**config.mk**
```make
export PLATFORM = sky130hd
export DESIGN_NAME = pipelined_cla_adder_flat
export DESIGN_NICKNAME = d
export VERILOG_FILES = /design/src/rtl/pipelined_cla_adder_if.sv /design/src/rtl/pipelined_cla_adder.sv /design/src/flat_wrapper.sv
export SDC_FILE = /design/constraint.sdc
export NUM_CORES = 1
export LEC_CHECK = 0
export CAP_MARGIN = 30
export CORE_UTILIZATION = 40
export DETAILED_ROUTE_END_ITERATION = 6
export GPL_TIMING_DRIVEN = 0
export HOLD_SLACK_MARGIN = 0.03
export SYNTH_ARGS = -nofsm -noshare
export SYNTH_HDL_FRONTEND = slang
export SYNTH_SLANG_ARGS = --single-unit
```
**constraint.sdc**
```tcl
create_clock -name i_clk -period 17.8 [get_ports i_clk]
set_input_delay 3.56 -clock i_clk [delete_from_list [all_inputs] [get_ports i_clk]]
set_output_delay 3.56 -clock i_clk [all_outputs]
set_load 0.02 [all_outputs]
```
**src/rtl/pipelined_cla_adder_if.sv**
```systemverilog
// Stream interface for the pipelined CLA adder: operand beat in, {carry, sum} beat out.
// The master side is the producer/consumer; the slave side is the adder.
interface pipelined_cla_adder_if #(
    parameter int WIDTH = 32
);
    logic             i_valid;
    logic             o_ready;
    logic [WIDTH-1:0] i_add1;
    logic [WIDTH-1:0] i_add2;
    logic             i_carry;
    logic             i_sub;
    logic             o_valid;
    logic             i_ready;
    logic [WIDTH:0]   o_result;
    logic             o_overflow;

    modport master (
        output i_valid, i_add1, i_add2, i_carry, i_sub, i_ready,
        input  o_ready, o_valid, o_result, o_overflow
    );

    modport slave (
        input  i_valid, i_add1, i_add2, i_carry, i_sub, i_ready,
        output o_ready, o_valid, o_result, o_overflow
    );
endinterface

```
**src/rtl/pipelined_cla_adder.sv**
```systemverilog
// Pipelined carry-lookahead adder/subtractor: one BLOCK-bit lookahead slice per stage,
// registered inter-stage carry, skewed operands and deskewed sums, global stall on backpressure.
module pipelined_cla_adder #(
    parameter int WIDTH = 32,
    parameter int BLOCK = 8
) (
    input logic                  i_clk,
    input logic                  i_rst,
    pipelined_cla_adder_if.slave bus
);
    localparam int STAGES = WIDTH / BLOCK;
    localparam int MSB    = WIDTH - 1;

    if (WIDTH < 1 || BLOCK < 1 || (WIDTH % BLOCK) != 0) begin : g_bad_params
        $error("pipelined_cla_adder: WIDTH must be >= 1 and a multiple of BLOCK");
    end

    logic              adv;
    logic [STAGES-1:0] vld_q;
    logic [STAGES-1:0] cry_q;
    logic [WIDTH-1:0]  s_q [STAGES];
    logic              ovf_q;

    // Per-stage inputs: stage 0 sees the bus, stage k sees the registers of stage k-1.
    logic [WIDTH-1:0]  a_in  [STAGES];
    logic [WIDTH-1:0]  b_in  [STAGES];
    logic [WIDTH-1:0]  s_in  [STAGES];
    logic [WIDTH-1:0]  s_nxt [STAGES];
    logic [STAGES-1:0] c_in;
    logic [STAGES-1:0] v_in;
    logic [STAGES-1:0] c_nxt;
    logic              ovf_nxt;

    assign adv            = !vld_q[STAGES-1] || bus.i_ready;
    assign bus.o_ready    = adv;
    assign bus.o_valid    = vld_q[STAGES-1];
    assign bus.o_result   = {cry_q[STAGES-1], s_q[STAGES-1]};
    assign bus.o_overflow = ovf_q;

    assign a_in[0] = bus.i_add1;
    assign b_in[0] = bus.i_sub ? ~bus.i_add2 : bus.i_add2;
    assign s_in[0] = '0;
    assign c_in[0] = bus.i_carry ^ bus.i_sub;
    assign v_in[0] = bus.i_valid;

    for (genvar k = 1; k < STAGES; k++) begin : g_link
        assign s_in[k] = s_q[k-1];
        assign c_in[k] = cry_q[k-1];
        assign v_in[k] = vld_q[k-1];
    end

    // Operand skew registers exist only when there is a later stage to feed.
    if (STAGES > 1) begin : g_skew
        logic [WIDTH-1:0] a_q [STAGES-1];
        logic [WIDTH-1:0] b_q [STAGES-1];

        always_ff @(posedge i_clk) begin
            if (i_rst) begin
                for (int k = 0; k < STAGES - 1; k++) begin
                    a_q[k] <= '0;
                    b_q[k] <= '0;
                end
            end else if (adv) begin
                for (int k = 0; k < STAGES - 1; k++) begin
                    a_q[k] <= a_in[k];
                    b_q[k] <= b_in[k];
                end
            end
        end

        for (genvar k = 1; k < STAGES; k++) begin : g_fwd
            assign a_in[k] = a_q[k-1];
            assign b_in[k] = b_q[k-1];
        end
    end

    always_comb begin
        logic c;
        logic g;
        logic p;
        logic ab;
        logic bb;
        c       = 1'b0;
        g       = 1'b0;
        p       = 1'b0;
        ab      = 1'b0;
        bb      = 1'b0;
        ovf_nxt = 1'b0;
        c_nxt   = '0;
        for (int k = 0; k < STAGES; k++) begin
            s_nxt[k] = s_in[k];
            // NOTE: blocking '=' here makes c a combinational chain through the unrolled block.
            c = c_in[k];
            for (int i = 0; i < BLOCK; i++) begin
                ab = a_in[k][k*BLOCK+i];
                bb = b_in[k][k*BLOCK+i];
                g  = ab & bb;
                p  = ab | bb;
                s_nxt[k][k*BLOCK+i] = ab ^ bb ^ c;
                c  = g | (p & c);
            end
            c_nxt[k] = c;
        end
        ovf_nxt = (a_in[STAGES-1][MSB] == b_in[STAGES-1][MSB]) &&
                  (s_nxt[STAGES-1][MSB] != a_in[STAGES-1][MSB]);
    end

    always_ff @(posedge i_clk) begin
        if (i_rst) begin
            // NOTE: the result arrays are cleared on reset because o_result must read 0 afterwards.
            vld_q <= '0;
            cry_q <= '0;
            ovf_q <= 1'b0;
            for (int k = 0; k < STAGES; k++) s_q[k] <= '0;
        end else if (adv) begin
            vld_q <= v_in;
            cry_q <= c_nxt;
            ovf_q <= ovf_nxt;
            for (int k = 0; k < STAGES; k++) s_q[k] <= s_nxt[k];
        end
    end
endmodule
```
**src/flat_wrapper.sv**
```systemverilog
// flat-port wrapper written by rule: the top's interface ports become plain ports
module pipelined_cla_adder_flat 
#(
    parameter int WIDTH = 32,
    parameter int BLOCK = 8
)
  (i_clk, i_rst, bus_i_valid, bus_i_add1, bus_i_add2, bus_i_carry, bus_i_sub, bus_i_ready, bus_o_ready, bus_o_valid, bus_o_result, bus_o_overflow);
  pipelined_cla_adder_if #(.WIDTH(WIDTH)) bus_i ();
  input logic i_clk;
  input logic i_rst;
  input wire logic [$bits(bus_i.i_valid)-1:0] bus_i_valid;
  input wire logic [$bits(bus_i.i_add1)-1:0] bus_i_add1;
  input wire logic [$bits(bus_i.i_add2)-1:0] bus_i_add2;
  input wire logic [$bits(bus_i.i_carry)-1:0] bus_i_carry;
  input wire logic [$bits(bus_i.i_sub)-1:0] bus_i_sub;
  input wire logic [$bits(bus_i.i_ready)-1:0] bus_i_ready;
  output wire logic [$bits(bus_i.o_ready)-1:0] bus_o_ready;
  output wire logic [$bits(bus_i.o_valid)-1:0] bus_o_valid;
  output wire logic [$bits(bus_i.o_result)-1:0] bus_o_result;
  output wire logic [$bits(bus_i.o_overflow)-1:0] bus_o_overflow;
  assign bus_i.i_valid = bus_i_valid;
  assign bus_i.i_add1 = bus_i_add1;
  assign bus_i.i_add2 = bus_i_add2;
  assign bus_i.i_carry = bus_i_carry;
  assign bus_i.i_sub = bus_i_sub;
  assign bus_i.i_ready = bus_i_ready;
  assign bus_o_ready = bus_i.o_ready;
  assign bus_o_valid = bus_i.o_valid;
  assign bus_o_result = bus_i.o_result;
  assign bus_o_overflow = bus_i.o_overflow;
  pipelined_cla_adder #(.WIDTH(WIDTH), .BLOCK(BLOCK)) u_core (.i_clk(i_clk), .i_rst(i_rst), .bus(bus_i));
endmodule
```
==> Flow_metrics.wiki <==
{| class="wikitable"
! Metric !! Value
|-
| Run status || finished, final reports clean
|-
| Critical path peak fanout || 10
|-
| Cts repair resizes || 0
|-
| Seq pwr share || 53.3%
|-
| Data arrival time of the critical path || 5.12 ns
|-
| Die extent in x || 141 µm
|-
| Req. time, crit path || 14.24 ns
|-
| Total Die Area || 0.0200 mm²
|-
| Ratio of total power to cell area || 99.2 mW/mm²
|-
| Count of flip-flops with a built-in enable after synthesis || 176
|-
| Sequential fraction of the synthesis area || 70.2%
|-
| Top FF cell, synth || edfxtp_1
|-
| Cell breakdown of the critical path || clkdlybuf4s50_1 > nor2b_4 > buf_6 > inv_2 > buf_4 > clkdlybuf4s50_1
|-
| Netlist cell types || 22
|-
| Routed Antenna Nets || 0
|-
| Worst IR drop on VDD || 0.0651 mV
|-
| Fraction of power consumed by combinational cells || 8.4%
|-
| Clock insertion delay at the later pin of the skew report || 0.42 ns
|-
| Top cell by count, worst path || clkdlybuf4s50_1
|-
| Async set-reset flop share out of synthesis || 0%
|-
| Core area || 0.0189 mm²
|-
| Switching part of the total || 20.5%
|-
| Leading cell type in the layout, fill and taps excluded || edfxtp_1
|-
| Met1 Usage GRT || 17.3%
|-
| Yosys warns || 0
|-
| Number of maximum-capacitance constraint violations || 0
|-
| Startpoint type of the worst setup path || input pin
|-
| Number of primary I/O pins || 106
|-
| Final Cycle Share || 48.7%
|-
| Syn-to-layout area delta || 25.8%
|-
| GRT met2 Usage || 21.0%
|-
| # H-tree levels || 4
|-
| Number of placement rows || 50
|-
| Endpoints failing setup || 0
|-
| Leakage || 3.92 nW
|-
| Highest Clock Rate || 115 MHz
|-
| Synthesized flop and latch total || 185
|-
| Placement Setup Slack || 9.10 ns
|-
| Cell type group with the largest total delay on the critical path || buffers and inverters
|-
| Unrepaired setup endpoints after global routing || no
|-
| CTS clock-pin slew for the worst setup and hold paths || 0.06 ns
|-
| Largest net degree at the start of global routing || 71
|-
| DRC violation count after routing || 0
|-
| Crit path kind || input pin to primary output
|-
| Net count of the mapped netlist || 598
|-
| GRT Resource Usage Total || 13.2%
|-
| Clk network pwr share || 38.3%
|-
| Commonest non-fill, non-tap cells in the layout || 176 x edfxtp_1, 146 x and2_1, 104 x clkdlybuf4s50_1
|-
| WL final || 12200 µm
|-
| TritonCTS buffer count || 17
|-
| Vert. Die Dim || 141 µm
|-
| Total Power Consumption || 0.000972 W
|-
| Detailed Place HPWL || 8400 µm
|-
| Number of design-rule violations left by the first detailed-router iteration || 252
|-
| Power dissipated by switching net loads || 0.000199 W
|-
| CP max stage cell || clkdlybuf4s50_1
|-
| Detail-routed via count per cell || 4.23
|-
| Max Root-Sink Buffers || 2
|-
| Buf/Inv on CP || 5
|-
| Clock Sinks || 185
|-
| Worst-margin pin slew || 0.778 ns
|-
| Global route hottest layer || met2
|-
| Final hold vios || 0
|-
| Last weighted congestion value of the routability-driven placer || 0.727
|-
| Number of global-route vias before repair || 3767
|-
| Post-Syn Area per Cell || 15.7 µm²
|-
| Final Max Tran Viols || 0
|-
| Post-synthesis cell count || 495
|-
| Average wire length per cell after detail routing || 13.7 µm
|-
| Final total negative setup slack || 0 ns
|-
| Hold slack || 0.461 ns
|-
| Antenna violations before repair || 0
|-
| Slew HR || 48.1%
|-
| Starting density of the core || 41.2%
|-
| Internal power || 0.000773 W
|-
| Count of nets after finishing || 723
|-
| Post-Syn Area || 0.00778 mm²
|-
| Via count || 3781
|-
| Fin crit period || 8.68 ns
|-
| Port buffer count || 104
|-
| Placed standard-cell area || 0.00921 mm²
|-
| Clock tree from TritonCTS || yes
|-
| Hold_buf cts || 0
|-
| Remaining global-route overflow || 0
|-
| Worst path max stage delay || 0.62 ns
|-
| GR met3 Demand/Resource || 3.07%
|-
| First-pass DRT Iterations || 4
|-
| Buffer type at the clock tree root || clkbuf_16
|-
| Setup Buffers After CTS || 0
|-
| Setup Skew || 0.00594 ns
|-
| Type of element capturing the critical path || primary output
|-
| Post-layout worst setup margin || 9.12 ns
|-
| Layout cell share with drive strength beyond 1 || 9.34%
|-
| Final non-filler cell area || 0.00980 mm²
|-
| Wire length of the first global-routing pass || 19400 µm
|-
| Hold Crit Class || flip-flop to flip-flop
|}
-- worst reg2reg max path: stages, from the launching register on --
cell	delay [ns]
dfxtp_1	0.36
fa_1	0.47
fa_1	0.47
fa_1	0.47
fa_1	0.47
fa_1	0.46
fa_1	0.43
inv_1	0.09
fa_1	0.21
fa_1	0.43
xor2_1	0.18
or3_1	0.30
a21oi_1	0.13
-- cell usage after synthesis, types with 4 or more instances --
cell type | n | share of area [%]
edfxtp_1 | 176 | 68
and2_1 | 146 | 12
nor2_1 | 35 | 1.7
fa_1 | 32 | 8.2
xnor2_1 | 28 | 3.2
buf_2 | 16 | 1.0
inv_1 | 12 | 0.58
nand2_1 | 11 | 0.53
dfxtp_1 | 9 | 2.3
a21oi_1 | 6 | 0.39
xor2_1 | 6 | 0.68
clkbuf_2 | 4 | 0.26
-- power by group through the flow --
stage | combinational [W] | clock (W) | sequential (W)
detailed placement | 0.0000836 | 0 | 0.000528
floorplan | 0.0000405 | 0 | 0.000531
global placement | 0.0000824 | 0 | 0.000527
global route | 0.0000914 | 0.000395 | 0.000521
finish | 0.0000817 | 0.000372 | 0.000518
CTS | 0.0000840 | 0.000380 | 0.000518
-- per-layer routing --
metal | share of wire [%] | routed length (µm) | up-vias
met1 | 46 | 5620 | 1786
met3 | 3.5 | 431 | 9
met2 | 49 | 6010 | 77
met4 | 1.5 | 189 | 0
met5 | 0 | 0 | -
li1 | - | - | 1909
-- registers in the layout (all words and copies together) (netlist names) --
name,cells
u_core.s_q,80
u_core.bus.o_overflow,1
u_core.g_skew.a_q,48
u_core.g_skew.b_q,48
u_core.vld_q,4
u_core.cry_q,4
-- kinds of logic (layout without fill, tap and decap cells) --
group / after synthesis / count (layout) / synth area share (%)
xor gates and xnor gates: 34 / 34 / 3.83
AOI/OAI and AO/OA: 8 / 8 / 0.707
other: 0 / 1 / 0
DFF: 185 / 185 / 70.2
and+or+nand+nor: 196 / 196 / 14.4
buffers and inverters: 39 / 176 / 2.49
adders and majority gates: 33 / 33 / 8.39
-- stage by stage --
stage / std cells / util (%)
after floorplan: 495 / -
after global placement: 859 / 48.4
after detailed placement: 861 / 48.8
after CTS: 892 / 51.8
after global routing: 892 / 51.8
final: 893 / 51.8
-- path summary, 6_finish.rpt --
kind / slack [ns] / end / from / cells past startpoint
setup reg to reg: 13.26 / u_core.bus.o_overflow / u_core.cry_q[2] / 12
hold / removal: 0.46 / u_core.vld_q[2] / u_core.vld_q[1] / 2
hold reg to reg: 0.46 / u_core.vld_q[2] / u_core.vld_q[1] / 2
setup / recovery: 9.12 / bus_o_ready / bus_i_ready / 6
-- final cells by class --
class	instances	area, µm²
multi-input combinational	271	2130
tap	260	325
timing repair buffer	106	1100
sequential	185	5470
buffer	26	145
clock buffer	17	425
clock inverter	14	155
inverter	13	48.8
antenna	1	2.50
fill	1623	9100
No activity file was read; power rests on OpenSTA's default activity.
